--- config.mk ---
export PLATFORM = sky130hd
export DESIGN_NAME = axi_intr_ctrl
export DESIGN_NICKNAME = d
export VERILOG_FILES = /design/src/rtl/axi_intr_pkg.sv /design/src/rtl/axi_intr_src.sv /design/src/rtl/axi_intr_ctrl.sv
export SDC_FILE = /design/constraint.sdc
export NUM_CORES = 1
export LEC_CHECK = 0
export ABC_AREA = 1
export ABC_CLOCK_PERIOD_IN_PS = 1100
export BUFFER_PORTS_ARGS = -buffer_cell sky130_fd_sc_hd__buf_2
export CAP_MARGIN = 20
export CORE_UTILIZATION = 32
export CTS_BUF_LIST = sky130_fd_sc_hd__clkbuf_2
export CTS_CLUSTER_DIAMETER = 60
export DETAILED_ROUTE_END_ITERATION = 8
export PLACE_DENSITY = 0.78
export SYNTH_ARGS = -nofsm -noshare
export SYNTH_HDL_FRONTEND = slang
export SYNTH_SLANG_ARGS = --single-unit
--- constraint.sdc ---
create_clock -name ACLK -period 1.1 [get_ports ACLK]
set_input_delay 0.22 -clock ACLK [delete_from_list [all_inputs] [get_ports ACLK]]
set_output_delay 0.22 -clock ACLK [all_outputs]
set_load 0.1 [all_outputs]
--- src/rtl/axi_intr_pkg.sv ---
// rtl/axi_intr_pkg.sv - register offsets, response type and limits for axi_intr_ctrl
package axi_intr_pkg;

  localparam int unsigned MAX_INTR = 32;

  localparam logic [7:0] REG_GIE = 8'h00;
  localparam logic [7:0] REG_IER = 8'h04;
  localparam logic [7:0] REG_ISR = 8'h08;
  localparam logic [7:0] REG_IAR = 8'h0C;
  localparam logic [7:0] REG_IPR = 8'h10;
  localparam logic [7:0] REG_IMR = 8'h14;

  typedef logic [1:0] resp_t;
  localparam resp_t RESP_OKAY = 2'b00;

endpackage

--- src/rtl/axi_intr_src.sv ---
// rtl/axi_intr_src.sv - one interrupt source: edge/level detect, ISR bit, pending output
// Define AXI_INTR_SYNC_EN to insert a 2-flop synchroniser ahead of edge detect.
module axi_intr_src
  import axi_intr_pkg::*;
(
  input  logic clk,
  input  logic rst,
  input  logic intr_in,
  input  logic edge_mode,
  input  logic ack,
  input  logic enable,
  output logic isr,
  output logic pend
);

  logic src;
  logic set;
  logic intr_d_q, intr_d_d;
  logic isr_q, isr_d;

`ifdef AXI_INTR_SYNC_EN
  logic sync1_q, sync1_d;
  logic sync2_q, sync2_d;

  always_comb begin
    sync1_d = intr_in;
    sync2_d = sync1_q;
  end

  always_ff @(posedge clk) begin
    if (rst) begin
      sync1_q <= 1'b0;
      sync2_q <= 1'b0;
    end else begin
      sync1_q <= sync1_d;
      sync2_q <= sync2_d;
    end
  end

  assign src = sync2_q;
`else
  assign src = intr_in;
`endif

  // A set in the same cycle as an ack wins so the new event is never dropped.
  always_comb begin
    intr_d_d = src;
    set      = edge_mode ? (src & ~intr_d_q) : src;
    isr_d    = set | (isr_q & ~ack);
  end

  always_ff @(posedge clk) begin
    if (rst) begin
      intr_d_q <= 1'b0;
      isr_q    <= 1'b0;
    end else begin
      intr_d_q <= intr_d_d;
      isr_q    <= isr_d;
    end
  end

  assign isr  = isr_q;
  assign pend = isr_q & enable;

endmodule

--- src/rtl/axi_intr_ctrl.sv ---
// rtl/axi_intr_ctrl.sv - AXI4-Lite interrupt controller aggregating NUM_INTR sources into irq
// Optional AXI_INTR_SYNC_EN adds input synchronisers inside each source cell.
module axi_intr_ctrl
  import axi_intr_pkg::*;
#(
  parameter int unsigned NUM_INTR           = 1,
  parameter int unsigned C_S_AXI_DATA_WIDTH = 32,
  parameter int unsigned C_S_AXI_ADDR_WIDTH = 5,
  parameter bit          IRQ_ACTIVE_HIGH    = 1'b1,
  parameter logic [31:0] RESET_MODE         = 32'h0
) (
  input  logic                            ACLK,
  input  logic                            ARESET,
  input  logic [NUM_INTR-1:0]             intr,
  output logic                            irq,
  input  logic [C_S_AXI_ADDR_WIDTH-1:0]   S_AXI_AWADDR,
  input  logic [2:0]                      S_AXI_AWPROT,
  input  logic                            S_AXI_AWVALID,
  output logic                            S_AXI_AWREADY,
  input  logic [C_S_AXI_DATA_WIDTH-1:0]   S_AXI_WDATA,
  input  logic [C_S_AXI_DATA_WIDTH/8-1:0] S_AXI_WSTRB,
  input  logic                            S_AXI_WVALID,
  output logic                            S_AXI_WREADY,
  output logic [1:0]                      S_AXI_BRESP,
  output logic                            S_AXI_BVALID,
  input  logic                            S_AXI_BREADY,
  input  logic [C_S_AXI_ADDR_WIDTH-1:0]   S_AXI_ARADDR,
  input  logic [2:0]                      S_AXI_ARPROT,
  input  logic                            S_AXI_ARVALID,
  output logic                            S_AXI_ARREADY,
  output logic [C_S_AXI_DATA_WIDTH-1:0]   S_AXI_RDATA,
  output logic [1:0]                      S_AXI_RRESP,
  output logic                            S_AXI_RVALID,
  input  logic                            S_AXI_RREADY
);

  localparam int unsigned AW   = C_S_AXI_ADDR_WIDTH;
  localparam int unsigned DW   = C_S_AXI_DATA_WIDTH;
  localparam int unsigned NSRC = (NUM_INTR > MAX_INTR) ? MAX_INTR : NUM_INTR;

  localparam logic [AW-1:0] A_GIE = AW'(REG_GIE);
  localparam logic [AW-1:0] A_IER = AW'(REG_IER);
  localparam logic [AW-1:0] A_ISR = AW'(REG_ISR);
  localparam logic [AW-1:0] A_IAR = AW'(REG_IAR);
  localparam logic [AW-1:0] A_IPR = AW'(REG_IPR);
  localparam logic [AW-1:0] A_IMR = AW'(REG_IMR);

  typedef enum logic [1:0] {W_IDLE, W_ACK, W_RESP} wstate_e;
  typedef enum logic [1:0] {R_IDLE, R_ACK, R_RESP} rstate_e;

  wstate_e         wstate_q;
  rstate_e         rstate_q;
  logic            awready_q, bvalid_q, arready_q, rvalid_q;
  logic [DW-1:0]   rdata_q;
  logic [DW-1:0]   rmux;
  logic [DW-1:0]   wmask, wbits;
  logic            wr_en;

  logic            gie_q, gie_d;
  logic [NSRC-1:0] ier_q, ier_d;
  logic [NSRC-1:0] imr_q, imr_d;
  logic [NSRC-1:0] ack;
  logic [NSRC-1:0] isr, pend;
  logic            irq_q, irq_d;

  // Ready pulses for one cycle; the register write lands on the edge that ends it.
  always_ff @(posedge ACLK) begin
    if (ARESET) begin
      wstate_q  <= W_IDLE;
      awready_q <= 1'b0;
      bvalid_q  <= 1'b0;
    end else begin
      case (wstate_q)
        W_IDLE: if (S_AXI_AWVALID && S_AXI_WVALID) begin
          awready_q <= 1'b1;
          wstate_q  <= W_ACK;
        end
        W_ACK: begin
          awready_q <= 1'b0;
          bvalid_q  <= 1'b1;
          wstate_q  <= W_RESP;
        end
        W_RESP: if (S_AXI_BREADY) begin
          bvalid_q <= 1'b0;
          wstate_q <= W_IDLE;
        end
        default: wstate_q <= W_IDLE;
      endcase
    end
  end

  always_ff @(posedge ACLK) begin
    if (ARESET) begin
      rstate_q  <= R_IDLE;
      arready_q <= 1'b0;
      rvalid_q  <= 1'b0;
      rdata_q   <= '0;
    end else begin
      case (rstate_q)
        R_IDLE: if (S_AXI_ARVALID) begin
          arready_q <= 1'b1;
          rstate_q  <= R_ACK;
        end
        R_ACK: begin
          arready_q <= 1'b0;
          rvalid_q  <= 1'b1;
          rdata_q   <= rmux;
          rstate_q  <= R_RESP;
        end
        R_RESP: if (S_AXI_RREADY) begin
          rvalid_q <= 1'b0;
          rstate_q <= R_IDLE;
        end
        default: rstate_q <= R_IDLE;
      endcase
    end
  end

  assign wr_en = (wstate_q == W_ACK);

  always_comb begin
    wmask = '0;
    for (int b = 0; b < DW / 8; b++) wmask[8*b +: 8] = {8{S_AXI_WSTRB[b]}};
    wbits = S_AXI_WDATA & wmask;
    gie_d = gie_q;
    ier_d = ier_q;
    imr_d = imr_q;
    ack   = '0;
    if (wr_en) begin
      case (S_AXI_AWADDR)
        A_GIE:   if (S_AXI_WSTRB[0]) gie_d = S_AXI_WDATA[0];
        A_IER:   ier_d = (ier_q & ~wmask[NSRC-1:0]) | wbits[NSRC-1:0];
        A_IAR:   ack   = wbits[NSRC-1:0];
        A_IMR:   imr_d = (imr_q & ~wmask[NSRC-1:0]) | wbits[NSRC-1:0];
        default: ;
      endcase
    end
    irq_d = gie_q & (|pend);
  end

  always_comb begin
    rmux = '0;
    case (S_AXI_ARADDR)
      A_GIE:   rmux = DW'(gie_q);
      A_IER:   rmux = DW'(ier_q);
      A_ISR:   rmux = DW'(isr);
      A_IPR:   rmux = DW'(pend);
      A_IMR:   rmux = DW'(imr_q);
      default: rmux = '0;
    endcase
  end

  always_ff @(posedge ACLK) begin
    if (ARESET) begin
      gie_q <= 1'b0;
      ier_q <= '0;
      imr_q <= RESET_MODE[NSRC-1:0];
      irq_q <= 1'b0;
    end else begin
      gie_q <= gie_d;
      ier_q <= ier_d;
      imr_q <= imr_d;
      irq_q <= irq_d;
    end
  end

  for (genvar i = 0; i < NSRC; i++) begin : g_src
    axi_intr_src u_src (
      .clk       (ACLK),
      .rst       (ARESET),
      .intr_in   (intr[i]),
      .edge_mode (imr_q[i]),
      .ack       (ack[i]),
      .enable    (ier_q[i]),
      .isr       (isr[i]),
      .pend      (pend[i])
    );
  end

  assign irq           = IRQ_ACTIVE_HIGH ? irq_q : ~irq_q;
  assign S_AXI_AWREADY = awready_q;
  assign S_AXI_WREADY  = awready_q;
  assign S_AXI_BVALID  = bvalid_q;
  assign S_AXI_BRESP   = RESP_OKAY;
  assign S_AXI_ARREADY = arready_q;
  assign S_AXI_RVALID  = rvalid_q;
  assign S_AXI_RDATA   = rdata_q;
  assign S_AXI_RRESP   = RESP_OKAY;

  logic unused_bits;
  assign unused_bits = ^{S_AXI_AWPROT, S_AXI_ARPROT, wmask, wbits};

endmodule

==> metrics.md, run 1 <==
| Metric | Value |
|---|---|
| Synth Area in Compound Gates | `under 10%` |
| Root buf cell | `clkbuf_2` |
| CP endpoint kind | `output pin` |
| Final net count | `~220` |
| P_leak | `0.594 nW` |
| Post-Place Cells | `~190` |
| Synth Warn # | `0` |
| Number of global-route vias before repair | `621` |
| Min Clock Period, post-route | `around 1.1 ns` |
| # rows | `19` |
| Worst path slowest cell | `dfxtp_4` |
| Final Hold Viols | `0` |
| Ports | `between 100 and 150` |
| TritonRoute pass-1 iters | `6` |
| Worst-path cell chain | `buf_12` |
| Synth Area in Simple Gates | `25.7%` |
| Final ANT Viol Nets | `0` |
| VDD IR max | `~600 µV` |
| # DRC | `10` |
| Mapped Area | `960 µm²` |
| Post-route cell area | `0.00116 mm²` |
| Initial core utilization | `34.2%` |
| Most frequent cells in the layout | `35 x conb_1, 19 x nand2_1, 19 x buf_2` |
| Vias | `roughly 750` |
| # port buffers | `26` |
| Commonest non-fill, non-tap cell in the layout | `conb_1` |
| Crit Path Max Fanout | `3` |
| Largest family of logic cells by synthesized area | `buffers and inverters` |
| Cell accounting for the most synthesized area | `dfxtp_1` |
| Die Span Y | `roughly 57 µm` |
| Tcrit/Tclk final | `between 90 and 100%` |
| CP Class | `register to output pin` |
| All-Layer GR Usage | `between 10 and 15%` |
| Post-synthesis mux area share | `0%` |
| Yosys top cell area share | `31.3%` |
| Register clock-pin slew on the reported worst setup and hold paths | `0.14 ns` |
| Inserted Clock Buffers | `3` |
| Layout cells sized above 1 | `a little under a third` |
| Worst Path Required | `roughly 0.88 ns` |
| WHS | `approximately 0.12 ns` |
| Total congestion overflow | `0` |
| PwrDens | `1440 mW/mm²` |
| Syn Inst Count | `129` |
| Max clock buf depth | `2` |
| Final Util | `approximately 42%` |
| Buf/Inv on CP | `1` |
| Die area | `about 0.0032 mm²` |
| H-tree depth | `1` |
| Clock Latency Late Sink | `roughly 0.28 ns` |
| Area delta synth->final | `21.4%` |
| Hold crit path type | `input port to register` |
| Max Slew Vio Count | `0` |
| Syn Area/Cell | `around 7.4 µm²` |
| Post-DP Area | `0.00112 mm²` |
| Initial antenna violation count | `0` |
| Fin Setup TNS | `0 ns` |
| Area occupied by multi-input gates | `around 460 µm²` |
| Pre-CTS setup slack | `between 0.03 and 0.04 ns` |
| Clk_skew | `between 0.007 and 0.008 ns` |
| Drt initial violations | `19` |
| Status | `finished with violations` |
| Ant diodes | `0` |
| Adder-Cell Fraction of Synth Area | `0%` |
| Vias per inst | `roughly 3.9` |
| Post-DP HPWL | `approximately 1300 µm` |
| Finish-stage setup viols | `0` |
| CTS tree | `done` |
| Seq cells post-synth | `15` |
| FMAX | `about 920 MHz` |
| Number of max-cap violations | `0` |
| Routability cong. | `about 0.80` |
| Clk sinks | `15` |
| Total core area | `around 0.0028 mm²` |
| Delay of the slowest critical-path stage | `~0.41 ns` |
| Sequential Area | `roughly 310 µm²` |
| DRT Wirelength | `between 1500 and 2000 µm` |
| Synth top area cells | `dfxtp_1 31%, buf_4 28%, nand2_1 7.4%` |
| Filler instances | `slightly below 300` |
| RSZ-0062 raised after global routing | `true` |
| Critical path launch point type | `register` |
| Cts hold-fix bufs | `0` |
| Distinct cell type count after synthesis | `22` |
| Seq/Total Area, Yosys | `roughly 31%` |
| Setup WS post-layout | `0.0138 ns` |
| Failing checks | `design-rule violations` |
| Worst path top cell family by delay | `flip-flops` |
| Critical path arrival | `approximately 0.87 ns` |
| Largest net degree at the start of global routing | `14` |
| Routed len/inst | `between 8 and 9 µm` |
| Total power | `1.68 mW` |
| XOR/XNOR share of the synthesized area | `0%` |
| Fin cells | `about 190` |
| First-pass GRT wire length | `2520 µm` |
| Die X-Extent | `approximately 57 µm` |
[what timing repair did]
action	4_1_cts	5_1_grt
setup buffers	0	3
pin swaps	0	1
endpoints found under the setup margin	2	9
resized for setup	1	2
[metal layers]
layer | vias to the layer above | track usage [%] | wire length [µm]
li1 | 399 | - | -
met2 | 34 | 18.9 | 870
met3 | 0 | 4.84 | 144
met5 | - | 0 | 0
met4 | 0 | 2.09 | 0
met1 | 313 | 10.2 | 632
[Yosys cell counts (all sizes together)]
master	count
inv	14
nand4	1
nand3	5
a21oi	6
dfxtp	15
a311oi	2
a211oi	1
o21a	1
o21ai	4
conb	1
nor2	15
nor3	4
nand3b	3
buf	36
nand2	20
clkbuf	1
[cell families after synthesis]
logic type,after synthesis
buffers and inverters,51
AND/OR/NAND/NOR,48
flip-flops,15
AO/OA/AOI/OAI,14
other,1
[worst paths after layout]
check	start	to	slack (ns)	cells past startpoint
hold reg to reg	wstate_q[0]	wstate_q[0]	0.43	1
setup / recovery	S_AXI_AWREADY	S_AXI_WREADY	0.01	1
setup reg to reg	wstate_q[0]	register	0.06	7
hold / removal	S_AXI_BREADY	S_AXI_BVALID	0.12	2
[power by group]
part | switching (mW) | internal [mW] | total (mW) | leakage [nW]
registers | 0.0239 | 0.570 | 0.594 | 0.126
logic | 0.698 | 0.120 | 0.818 | 0.451
clock network | 0.169 | 0.0964 | 0.266 | 0.0166
[final cells by class]
cell class	instances	area share (%)
timing repair buffer	32	24.1
multi-input combinational	97	39.5
clock buffer	4	1.72
tap	31	3.33
sequential	15	26.9
inverter	14	4.51
No activity file was read; power rests on OpenSTA's default activity.
==> run 2: changes to the inputs <==
CORE_MARGIN = 10   (was unset)
==> run 2 against run 1 <==
Against the previous run: the flow now finishes without violations; clock skew up 0.011 ns; setup slack worse by 0.014 ns; count of clock-buffer cells in the layout down 1; die area up 73%; hold slack better by 0.0066 ns; critical endpoint unchanged.
==> metrics.md, run 2 (synthesis results as in run 1) <==
| Metric | Value |
|---|---|
| Buf/Inv on CP | `1 (unchanged)` |
| Min Clock Period, post-route | `1.10 ns (+0.0136 ns)` |
| Number of max-cap violations | `0 (unchanged)` |
| TritonRoute pass-1 iters | `2 (-4)` |
| DRT Wirelength | `2190 µm (+33%)` |
| Fin Setup TNS | `0 ns (unchanged)` |
| Final ANT Viol Nets | `0 (unchanged)` |
| CTS tree | `done` |
| VDD IR max | `622 µV (+0.86%)` |
| Hold path cells | `2 (unchanged)` |
| Hold EP | `S_AXI_RVALID` |
| Die Span Y | `74.8 µm (+32%)` |
| Tcrit/Tclk final | `100% (+1.2 points)` |
| FMAX | `909 MHz (-1.2%)` |
| Max Slew Vio Count | `0 (unchanged)` |
| Worst reg2reg setup slack | `0.01 ns (-0.05 ns)` |
| Post-route cell area | `0.00118 mm² (+1.6%)` |
| Filler instances | `281 (-5.1%)` |
| Worst reg2reg path depth | `6 (-1)` |
| # rows | `19 (unchanged)` |
| Final Hold Viols | `0 (unchanged)` |
| Die X-Extent | `74.8 µm (+32%)` |
| Crit Path Max Fanout | `3 (unchanged)` |
| Psw | `0.908 mW (+1.9%)` |
| Clk sinks | `15 (unchanged)` |
| Die area | `0.00559 mm² (+73%)` |
| Vias | `776 (+4.0%)` |
| Post-DP Area | `0.00112 mm² (unchanged)` |
| Layout cells sized above 1 | `34.6% (+3.1 points)` |
| Delay of the slowest critical-path stage | `0.41 ns (about the same)` |
| Register clock-pin slew on the reported worst setup and hold paths | `0.16 ns (+0.02 ns)` |
| Final net count | `223 (unchanged)` |
| Area delta synth->final | `23.3%` |
| Worst-path cell chain | `buf_12` |
| Total power | `1.68 mW (+0.40%)` |
| Worst path top cell family by delay | `flip-flops` |
| Routability cong. | `0.801 (+0.35%)` |
| Combinational share of power | `49.2% (+0.4 points)` |
| Initial core utilization | `34.2% (unchanged)` |
| Finish-stage setup viols | `0 (unchanged)` |
| First-pass GRT wire length | `3390 µm (+35%)` |
| Post-Place Cells | `186 (unchanged)` |
| Hold crit path type | `input port to register` |
| Commonest non-fill, non-tap cell in the layout | `conb_1` |
| Inserted Clock Buffers | `3 (unchanged)` |
| Clock Latency Late Sink | `0.29 ns (about the same)` |
| Routed len/inst | `11.4 µm (+33%)` |
| Initial antenna violation count | `0 (unchanged)` |
| Worst r2r src | `wstate_q[0]` |
| Worst path slowest cell | `dfxtp_4` |
| All-Layer GR Usage | `7.72% (-2.4 points)` |
| Root buf cell | `clkbuf_2` |
| Crit path depth | `1 (unchanged)` |
| Critical path launch point type | `register` |
| FF-to-FF End | `g_src[0].u_src.isr` |
| Clk_skew | `0.0183 ns (+0.0108 ns)` |
| # DRC | `0 (-10)` |
| Area occupied by multi-input gates | `474 µm² (+3.0%)` |
| Cts hold-fix bufs | `0 (unchanged)` |
| Most frequent cells in the layout | `35 x conb_1, 19 x buf_2, 18 x nand2_1` |
| # port buffers | `26 (unchanged)` |
| WHS | `0.131 ns (+0.00665 ns)` |
| Status | `completed` |
| Max clock buf depth | `2 (unchanged)` |
| Total congestion overflow | `0 (unchanged)` |
| Total core area | `0.00281 mm² (unchanged)` |
| Sequential Area | `314 µm² (+0.40%)` |
| Ports | `102 (unchanged)` |
| RSZ-0062 raised after global routing | `true` |
| Vias per inst | `4.02 (+4.0%)` |
| Number of global-route vias before repair | `802 (+29%)` |
| Largest net degree at the start of global routing | `14 (unchanged)` |
| Int Power | `0.776 mW (-1.3%)` |
| CP endpoint kind | `output pin` |
| Switching Fraction | `53.9% (+0.78 points)` |
| Worst Path Required | `0.88 ns (about the same)` |
| Drt initial violations | `35 (+16)` |
| Post-DP HPWL | `1860 µm (+38%)` |
| PwrDens | `1420 mW/mm² (-1.2%)` |
| Worst Min Path Start | `S_AXI_RREADY` |
| H-tree depth | `1 (unchanged)` |
| Fin cells | `193 (unchanged)` |
| Ant diodes | `0 (unchanged)` |
| CP Class | `register to output pin` |
| P_leak | `0.595 nW (+0.15%)` |
| Reg power frac | `35.3% (about the same)` |
| Critical path arrival | `0.88 ns (about the same)` |
| Clock power share | `15.4% (-0.4 points)` |
-- run 2: worst reg2reg max path: stages (launching register included) --
cell and delay, ns:
dfxtp_2 0.36, inv_2 0.06, nor2_4 0.16, buf_4 0.13, nand4_1 0.08, o21ai_1 0.13, o21ai_0 0.08
-- run 2: timing repair --
action | CTS | global route
buffers inserted | 0 | 3
endpoints found under the setup margin | 2 | 10
pin swaps | 0 | 4
gates resized for setup | 1 | 8
-- run 2: cell type report --
class / instances / area share [%]
clock buffers: 3 / 1.27
clock inverters: 1 / 0.423
inverters: 14 / 4.44
multi-input cells: 97 / 40.1
flip-flops and latches: 15 / 26.5
well taps: 31 / 3.28
repair buffers: 32 / 24.0
-- run 2: routing by layer --
layer	routed length (µm)	track usage (%)	vias to the layer above
li1	-	-	401
met1	830	7.14	339
met2	1110	13.9	34
met3	235	4.60	2
met4	17	2.52	0
met5	0	0	-
-- run 2: worst max path at each step --
stage,from,endpoint,slack (ns)
global placement,S_AXI_AWADDR[1],register,0.06
global route,wstate_q[0],g_src[0].u_src.isr,-0.06
finish,S_AXI_AWREADY,S_AXI_WREADY,0.0002
floorplan,S_AXI_AWREADY,S_AXI_WREADY,-0.15
detailed placement,S_AXI_AWADDR[1],register,0.04
CTS,S_AXI_AWREADY,S_AXI_AWREADY,-0.03
-- run 2: metrics by stage --
step	util (%)	setup slack [ns]
global placement	39.8	0.0597
finish	42.2	0.000198
detailed placement	39.8	0.0450
CTS	40.6	-0.0272
global route	42.2	-0.0552
floorplan	-	-0.152
-- run 2: power groups by stage --
stage / sequential, mW / combinational (mW) / clock (mW)
after floorplan: 0.677 / 0.709 / 0
after global placement: 0.605 / 0.804 / 0
after detailed placement: 0.606 / 0.808 / 0
after CTS: 0.594 / 0.809 / 0.277
after global routing: 0.599 / 0.859 / 0.300
final: 0.595 / 0.829 / 0.260
==> run 3: changes to the inputs <==
CTS_CLUSTER_SIZE = 30   (was unset)
SYNTH_HIERARCHICAL = 1   (was unset)
==> run 3 against run 2 <==
Against the previous run: utilization fell by 0.27 points; combinational power fell by 2%; setup slack improved by 0.013 ns; register-to-register slack improved by 0.05 ns; sequential share of layout area rose by 0.38 points; clock power rose by 3%; routed wire length fell by 3.3%; final area fell by 0.63%; synthesized area fell by 0.91%; cell count rose by 1.0%; highest routed layer unchanged.
==> metrics.md, run 3 <==
| Metric | Value |
|---|---|
| All-Layer GR Usage | `7.25% (-0.47 points)` |
| Filler instances | `306 (+8.9%)` |
| Ports | `102 (unchanged)` |
| Area delta synth->final | `23.7%` |
| Hold crit path type | `input port to register` |
| Root buf cell | `clkbuf_2` |
| RSZ-0062 raised after global routing | `true` |
| Post-synthesis mux area share | `0% (unchanged)` |
| Final ANT Viol Nets | `0 (unchanged)` |
| FMAX | `920 MHz (+1.2%)` |
| Clock Latency Late Sink | `0.28 ns (about the same)` |
| Yosys top cell area share | `31.6% (+0.29 points)` |
| Syn Inst Count | `135 (+4.7%)` |
| Tcrit/Tclk final | `98.8% (-1.1 points)` |
| Worst r2r src | `wstate_q[1]` |
| Initial core utilization | `33.9% (-0.31 points)` |
| Number of global-route vias before repair | `775 (-3.4%)` |
| Worst reg2reg path depth | `8 (+2)` |
| Die X-Extent | `74.5 µm (-0.33%)` |
| Layout cells sized above 1 | `35.4% (+0.80 points)` |
| Routed len/inst | `10.9 µm (-4.3%)` |
| H-tree depth | `1 (unchanged)` |
| PwrDens | `1430 mW/mm² (+0.20%)` |
| Die Span Y | `74.5 µm (-0.33%)` |
| Syn Area/Cell | `7.04 µm² (-5.3%)` |
| Post-DP HPWL | `1780 µm (-4.5%)` |
| Async SR Flop Fraction | `0% (unchanged)` |
| Adder-Cell Fraction of Synth Area | `0% (unchanged)` |
| Count leader, synth | `buf_4` |
| Sequential Area | `317 µm² (+0.80%)` |
| Total congestion overflow | `0 (unchanged)` |
| First-pass GRT wire length | `3150 µm (-7.1%)` |
| Cell accounting for the most synthesized area | `dfxtp_1` |
| Vias per inst | `3.86 (-4.0%)` |
| Fin Setup TNS | `0 ns (unchanged)` |
| CTS tree | `done` |
| Fin cells | `195 (+1.0%)` |
| Synth top cells by count | `36 x buf_4, 23 x nand2_1, 16 x inv_1, 16 x nor2_1, 15 x dfxtp_1` |
| CP endpoint kind | `output pin` |
| # port buffers | `26 (unchanged)` |
| Most frequent cells in the layout | `35 x conb_1, 21 x nand2_1, 19 x buf_2` |
| Mapped Area | `951 µm² (-0.91%)` |
| Largest family of logic cells by synthesized area | `buffers and inverters` |
| Min Clock Period, post-route | `1.09 ns (-0.0126 ns)` |
| Number of flops mapped to enable cells by yosys | `0 (unchanged)` |
| DRT Wirelength | `2120 µm (-3.3%)` |
| Cts hold-fix bufs | `0 (unchanged)` |
| Drt initial violations | `21 (-40%)` |
| Worst reg2reg setup slack | `0.06 ns (+0.05 ns)` |
| Area occupied by multi-input gates | `487 µm² (+2.6%)` |
| Buf/Inv on CP | `1 (unchanged)` |
| Distinct cell type count after synthesis | `18 (-18%)` |
| Final Hold Viols | `0 (unchanged)` |
| Predominant post-synthesis flop cell | `dfxtp_1` |
| Delay of the slowest critical-path stage | `0.41 ns (about the same)` |
| Crit Path Max Fanout | `3 (unchanged)` |
| Synth Area in Compound Gates | `5.26% (-3.3 points)` |
| Die area | `0.00555 mm² (-0.67%)` |
| Worst path top cell family by delay | `flip-flops` |
| Crit path from | `S_AXI_AWREADY` |
| TritonRoute pass-1 iters | `2 (unchanged)` |
| Max Slew Vio Count | `0 (unchanged)` |
| Worst-path cell chain | `buf_12` |
| Commonest non-fill, non-tap cell in the layout | `conb_1` |
| Total core area | `0.00281 mm² (unchanged)` |
| Register clock-pin slew on the reported worst setup and hold paths | `0.14 ns (-0.02 ns)` |
| Worst Path Required | `0.88 ns (about the same)` |
| Worst Min Path Start | `S_AXI_RREADY` |
| Hold path cells | `2 (unchanged)` |
| Seq/Total Area, Yosys | `31.6% (+0.29 points)` |
| Number of max-cap violations | `0 (unchanged)` |
| CP Class | `register to output pin` |
| Clk_skew | `0.000571 ns (-0.0178 ns)` |
| Clk sinks | `15 (unchanged)` |
| Ant diodes | `0 (unchanged)` |
| Routability cong. | `0.707 (-12%)` |
| Hold EP | `S_AXI_RVALID` |
| Seq cells post-synth | `15 (unchanged)` |
| # DRC | `0 (unchanged)` |
| Max clock buf depth | `2 (unchanged)` |
| Finish-stage setup viols | `0 (unchanged)` |
| XOR/XNOR share of the synthesized area | `0% (unchanged)` |
| P_leak | `0.579 nW (-2.7%)` |
| Critical path launch point type | `register` |
| # rows | `19 (unchanged)` |
| Largest net degree at the start of global routing | `14 (unchanged)` |
| Post-Place Cells | `189 (+1.6%)` |
| Vias | `753 (-3.0%)` |
| Final net count | `225 (+0.90%)` |
| Worst path slowest cell | `dfxtp_4` |
| Setup WS post-layout | `0.0128 ns (+0.0126 ns)` |
| Initial antenna violation count | `0 (unchanged)` |
| Pre-CTS setup slack | `0.0623 ns (+0.0174 ns)` |
| Critical path arrival | `0.87 ns (about the same)` |
| VDD IR max | `391 µV (-37%)` |
| Status | `completed` |
| Synth top area cells | `dfxtp_1 32%, buf_4 28%, nand2_1 9.1%` |
| Synth Warn # | `6 (+6)` |
| Inserted Clock Buffers | `3 (unchanged)` |
| Synth Area in Simple Gates | `27.2% (+1.6 points)` |
-- run 3: report_power, final --
group	internal, mW	switching [mW]
Sequential	0.571	0.0247
Combinational	0.114	0.699
Clock	0.0964	0.172
-- run 3: per-stage QoR --
stage          cell area, µm²  power [mW]  hold WS [ns]  util (%)
3_5_place_dp             1090        1.40         0.441      38.7
3_3_place_gp             1090        1.39         0.431      38.7
2_1_floorplan            1090        1.38         0.291         -
5_1_grt                  1180        1.76        0.0992      41.9
4_1_cts                  1110        1.68         0.106      39.5
6_report                 1180        1.68         0.135      41.9
-- run 3: cell families after synthesis --
kind of cell,Yosys count
flip-flops,15
other,1
buffers and inverters,54
AO/OA/AOI/OAI,8
AND/OR/NAND/NOR,57
-- run 3: cell type report --
type | count | area share (%)
multi-input combinational | 100 | 41.4
tap | 31 | 3.30
clock buffer | 4 | 1.70
inverter | 17 | 5.43
timing repair buffer | 28 | 21.3
sequential | 15 | 26.9
-- run 3: how the worst max path moves through the flow --
stage / end / cells after the start
3_3_place_gp: register / 7
5_1_grt: register / 8
6_report: S_AXI_AWREADY / 1
2_1_floorplan: S_AXI_WREADY / 1
3_5_place_dp: register / 7
4_1_cts: S_AXI_AWREADY / 1
-- run 3: per-layer routing --
layer / part of all wire [%] / GRT usage, % / vias to the layer above
li1: - / - / 401
met3: 9.7 / 2.26 / 4
met5: 0 / 0 / -
met4: 2.1 / 5.04 / 0
met2: 50 / 13.1 / 35
met1: 38 / 6.89 / 313
-- run 3: repair_timing --
action / in CTS / in global routing
resized for setup: 1 / 18
setup endpoints to repair: 2 / 11
buffers inserted: 0 / 2
pin swaps: 0 / 6
